===== src/rtl/pipe_adder_pkg.sv =====
// rtl/pipe_adder_pkg.sv - shared constants and helpers for the pipelined adder
package pipe_adder_pkg;

    localparam int DEFAULT_WIDTH  = 16;
    localparam int DEFAULT_STAGES = 4;

    localparam logic MODE_ADD = 1'b0;
    localparam logic MODE_SUB = 1'b1;

    function automatic int slice_w(input int width, input int stages);
        return width / stages;
    endfunction

endpackage


===== src/rtl/adder_slice.sv =====
// rtl/adder_slice.sv - combinational ripple-carry slice built from full-adder cells
module adder_slice #(
    parameter int SW = 4
) (
    input  logic [SW-1:0] a,
    input  logic [SW-1:0] b,
    input  logic          cin,
    output logic [SW-1:0] sum,
    output logic          cout,
    output logic          cmsb
);

    logic [SW:0] carry;

    assign carry[0] = cin;

    for (genvar i = 0; i < SW; i++) begin : g_fa
        logic p;
        assign p          = a[i] ^ b[i];
        assign sum[i]     = p ^ carry[i];
        assign carry[i+1] = (a[i] & b[i]) | (p & carry[i]);
    end

    assign cout = carry[SW];
    // carry into the top bit; xor with cout gives signed overflow
    assign cmsb = carry[SW-1];

endmodule


===== src/rtl/pipe_adder.sv =====
// rtl/pipe_adder.sv - carry-pipelined add/subtract with valid/ready flow control
module pipe_adder
    import pipe_adder_pkg::*;
#(
    parameter int WIDTH  = DEFAULT_WIDTH,
    parameter int STAGES = DEFAULT_STAGES
) (
    input  logic             clk,
    input  logic             rst,
    input  logic             in_valid,
    output logic             in_ready,
    input  logic [WIDTH-1:0] a,
    input  logic [WIDTH-1:0] b,
    input  logic             cin,
    input  logic             sub,
    output logic             out_valid,
    input  logic             out_ready,
    output logic [WIDTH-1:0] sum,
    output logic             cout,
    output logic             ovf
);

    localparam int SW = slice_w(WIDTH, STAGES);

    if (STAGES < 1 || (WIDTH % STAGES) != 0) begin : g_bad_cfg
        $error("pipe_adder: WIDTH must be a non-zero multiple of STAGES");
    end

    logic stall;

    logic [STAGES-1:0] valid_q, valid_d;
    logic [STAGES-1:0] carry_q, carry_d;
    logic [STAGES-1:0] ovf_q,   ovf_d;
    logic [WIDTH-1:0]  a_q   [STAGES];
    logic [WIDTH-1:0]  a_d   [STAGES];
    logic [WIDTH-1:0]  b_q   [STAGES];
    logic [WIDTH-1:0]  b_d   [STAGES];
    logic [WIDTH-1:0]  sum_q [STAGES];
    logic [WIDTH-1:0]  sum_d [STAGES];

    logic [SW-1:0]     sl_a  [STAGES];
    logic [SW-1:0]     sl_b  [STAGES];
    logic [SW-1:0]     sl_s  [STAGES];
    logic [STAGES-1:0] sl_ci;
    logic [STAGES-1:0] sl_co;
    logic [STAGES-1:0] sl_cm;

    logic [WIDTH-1:0]  b_eff;
    logic              c_first;

    // subtraction folds into addition of ~b with a forced carry-in
    assign b_eff   = (sub == MODE_SUB) ? ~b : b;
    assign c_first = (sub == MODE_SUB) ? 1'b1 : cin;

    assign stall    = valid_q[STAGES-1] & ~out_ready & ~rst;
    assign in_ready = ~stall;

    always_comb begin
        sl_a[0]  = a[SW-1:0];
        sl_b[0]  = b_eff[SW-1:0];
        sl_ci[0] = c_first;
        for (int k = 1; k < STAGES; k++) begin
            sl_a[k]  = a_q[k-1][k*SW +: SW];
            sl_b[k]  = b_q[k-1][k*SW +: SW];
            sl_ci[k] = carry_q[k-1];
        end
    end

    for (genvar k = 0; k < STAGES; k++) begin : g_stage
        adder_slice #(
            .SW(SW)
        ) u_slice (
            .a   (sl_a[k]),
            .b   (sl_b[k]),
            .cin (sl_ci[k]),
            .sum (sl_s[k]),
            .cout(sl_co[k]),
            .cmsb(sl_cm[k])
        );
    end

    // Upper operand slices ride along (skew) and finished low slices ride along (deskew)
    always_comb begin
        valid_d = valid_q;
        carry_d = carry_q;
        ovf_d   = ovf_q;
        for (int k = 0; k < STAGES; k++) begin
            a_d[k]   = a_q[k];
            b_d[k]   = b_q[k];
            sum_d[k] = sum_q[k];
        end
        if (!stall) begin
            valid_d[0]         = in_valid;
            a_d[0]             = a;
            b_d[0]             = b_eff;
            sum_d[0]           = '0;
            sum_d[0][SW-1:0]   = sl_s[0];
            carry_d[0]         = sl_co[0];
            ovf_d[0]           = sl_co[0] ^ sl_cm[0];
            for (int k = 1; k < STAGES; k++) begin
                valid_d[k]            = valid_q[k-1];
                a_d[k]                = a_q[k-1];
                b_d[k]                = b_q[k-1];
                sum_d[k]              = sum_q[k-1];
                sum_d[k][k*SW +: SW]  = sl_s[k];
                carry_d[k]            = sl_co[k];
                ovf_d[k]              = sl_co[k] ^ sl_cm[k];
            end
        end
    end

    always_ff @(posedge clk) begin
        if (rst) begin
            valid_q <= '0;
            carry_q <= '0;
            ovf_q   <= '0;
            for (int k = 0; k < STAGES; k++) begin
                a_q[k]   <= '0;
                b_q[k]   <= '0;
                sum_q[k] <= '0;
            end
        end else begin
            valid_q <= valid_d;
            carry_q <= carry_d;
            ovf_q   <= ovf_d;
            for (int k = 0; k < STAGES; k++) begin
                a_q[k]   <= a_d[k];
                b_q[k]   <= b_d[k];
                sum_q[k] <= sum_d[k];
            end
        end
    end

    assign out_valid = valid_q[STAGES-1];
    assign sum       = sum_q[STAGES-1];
    assign cout      = carry_q[STAGES-1];
    assign ovf       = ovf_q[STAGES-1];

endmodule


===== config.mk =====
export PLATFORM = sky130hd
export DESIGN_NAME = pipe_adder
export DESIGN_NICKNAME = d
export VERILOG_FILES = /design/src/rtl/pipe_adder_pkg.sv /design/src/rtl/adder_slice.sv /design/src/rtl/pipe_adder.sv
export SDC_FILE = /design/constraint.sdc
export NUM_CORES = 1
export LEC_CHECK = 0
export ABC_CLOCK_PERIOD_IN_PS = 5100
export CAP_MARGIN = 20
export CORE_MARGIN = 1
export CORE_UTILIZATION = 55
export DETAILED_ROUTE_END_ITERATION = 16
export PLACE_DENSITY = 0.89
export SETUP_SLACK_MARGIN = 0.1
export SLEW_MARGIN = 0
export SYNTH_ARGS = -nofsm -noshare
export SYNTH_HDL_FRONTEND = slang
export SYNTH_SLANG_ARGS = --single-unit

===== constraint.sdc =====
create_clock -name clk -period 5.1 [get_ports clk]
set_clock_uncertainty 0.1 [all_clocks]
set_input_delay 0.51 -clock clk [delete_from_list [all_inputs] [get_ports clk]]
set_output_delay 0.51 -clock clk [all_outputs]
set_load 0.005 [all_outputs]

==> results.md <==
- Top Metal Used: met4
- Root buffer cell: clkbuf_8
- Leading cell type in the layout, fill and taps excluded: nand2_1
- CP Cell Sequence: clkdlybuf4s50_1, buf_4, xnor2_1, fa_1, fa_1, fa_1, inv_1, fa_1, nand2_1, a21oi_1
- CP Data Arrival Time: 3.21 ns
- Global-route wire length before repair: 12320 um
- Gpl congestion: 0.7649
- Clock Tree Buf Depth: 2
- Drt drc: 0
- Final min period: 3.099 ns
- Drt first pass iters: 4
- Vias: 2981
- Met3 wire len: 246 um
- Hold Path Class: flop to flop
- Reg clk slew, reported paths: 0.09 ns
- Leak: 1.801 nW
- Startpoint Class: primary input
- Layout cells sized above 1: 0.05988
- Initial drt markers: 178
- Max Slew Vio Count: 0
- Period utilization: 0.6076
- CTS H-tree depth: 3
- Die H: 86.99 um
- Crit-path slowest cell: clkdlybuf4s50_1
- Library cells used by synthesis: 17
- Origin of the critical flop-to-flop path: a_q[0][24]
- Area of the multi-input gates: 1730 sq um
- CP bufs+invs: 3
- GRT Util Overall: 0.2114
- Cell family with most CP delay: adder cells
- DRT Wirelength: 7310 um
- Hold_buf cts: 0
- Most frequent cells in the layout: nand2_1 (144), dfxtp_1 (97), a21oi_1 (72)
- Final setup vio count: 0
- Worst r2r dst: sum_q[2][11]
- Critical path peak fanout: 17
- Hold Path Depth: 2
- Slew HR: 0.3468
- Seq/Total Area, Yosys: 0.4888
- CP Capture Type: flop
- Final Hold Viols: 0
- Post_cts resized: 0
- Pin count of the biggest net entering global routing: 117
- Number of fill cells in the layout: 534
- PortBufs: 57
- Synthesized Nets: 514
- Syn avg cell area: 8.636 sq um
- Gr ovfl total: 0
- Placed cell count: 580
- P per Cell Area: 333.7 nW/um^2
- Register-to-register setup slack: 2.72 ns
- CTS Buf Count: 9
- Max-cap violation count: 0
- FF-to-FF path depth: 8
- RSZ-0062 raised after global routing: false
- M1 wire length: 3250 um
- Initial antenna violation count: 0
- Starting Density: 0.5783
- Synthesis-to-finish area growth: 19.34%
- Min-delay src: sum_q[3][1]
- Via density: 4.993
- VDD IR max: 0.1591 mV
- Status: finished, final reports clean
- Required @ worst endpoint: 5.21 ns
- Nets: 550
- Worst-Margin Slew: 0.9797 ns
- Setup tns final: 0 ns
- Vias in the first global route: 2797
- DIE WIDTH: 86.99 um
- Ports: 58
- Clk sinks: 97
- Post-DR wirelength/cell: 12.24 um
- Post-Synthesis Cell Area: 3973 sq um
- Most used cell, CP: fa_1
- CP Class: primary input to flop
- Clock Latency Late Sink: 0.36 ns
- Post-Synthesis Cells: 460
- Final std cells w/o fill: 597
- Fmax: 322.7 MHz
- Row cnt: 30
- TritonCTS clock tree: built
- Antenna-violating nets left: 0
- Warnings from Yosys: 0
- Metal2 WL: 3614 um
- Hold worst-path end: sum_q[3][1]
- Worst path max stage delay: 0.45 ns
- Post-layout util: 0.6902
- Sequential Area: 1942 sq um
- Post-CTS setup buffer count: 0
- ANT cells: 0
- Yosys reg bits: 97
- CORE AREA: 6869 sq um
- Post-DP HPWL: 4540 um
- Die ar.: 7566 sq um
==> how the worst max path moves through the flow <==
stage          from           to  slack (ns)  cells after the start
2_1_floorplan   sub  sum_q[0][3]        2.21                     10
3_3_place_gp    sub  sum_q[0][3]        1.68                     10
3_5_place_dp    sub  sum_q[0][3]        1.58                     10
4_1_cts         sub  sum_q[0][3]        1.97                     10
5_1_grt         sub  sum_q[0][3]        1.90                     10
6_report        sub  sum_q[0][3]        2.00                     10
==> Yosys cell counts (all sizes together) <==
library cell	number	area, sq um
a211oi	24	225.2
inv	25	93.84
buf	28	195.2
nand2b	2	12.51
nor2	27	101.4
clkbuf	7	26.28
nor2b	1	6.260
a21oi	72	360.4
nand2	144	540.5
xor2	3	26.28
fa	16	320.3
xnor2	14	122.6
dfxtp	97	1942
==> cells by family after synthesis <==
logic type	after synthesis	synth area share
compound gates	96	0.1474
simple gates	174	0.1663
xor+xnor	17	0.03748
flops	97	0.4888
fa+ha+maj	16	0.08063
buf+inv	60	0.07937
==> registers in the layout (all words and copies together), names as in the netlist <==
name     flops
sum_q       40
a_q         24
b_q         24
carry_q      4
valid_q      4
ovf_q        1
==> layer usage <==
layer	up-vias	global-route usage
li1	1526	-
met1	1368	0.2721
met2	73	0.3393
met3	14	0.03318
met4	0	0.1212
met5	-	0
==> stage by stage <==
step	hold WS [ns]	setup WS, ns	cell area, sq um	total power [mW]
after floorplan	0.3319	2.205	3973	0.9471
final	0.3510	2.001	4741	1.582
after global routing	0.3688	1.904	4741	1.649
after global placement	0.3365	1.676	4469	1.001
after detailed placement	0.3442	1.579	4469	1.009
after CTS	0.3550	1.973	4713	1.594
==> power by group <==
part           leakage, nW  switching (mW)  internal (mW)  total, mW
combinational        0.884          0.0757         0.0847      0.160
sequential           0.797          0.0261          0.807      0.833
clock                0.120           0.251          0.338      0.589
total                 1.80           0.352           1.23       1.58
==> worst reg2reg max path, delay by kind of cell, from the launching register on <==
kind,cells,cell delay [ns]
compound gates,1,0.19
flops,1,0.32
buf+inv,3,0.22
fa+ha+maj,4,1.47
==> layout make-up <==
type | count | area share
inverters | 25 | 0.01979
clock buffers | 11 | 0.02982
repair buffers | 60 | 0.1288
well taps | 96 | 0.02534
flip-flops and latches | 97 | 0.4096
clock inverters | 5 | 0.02164
multi-input cells | 303 | 0.3650
(Power assumes the default switching activity.)
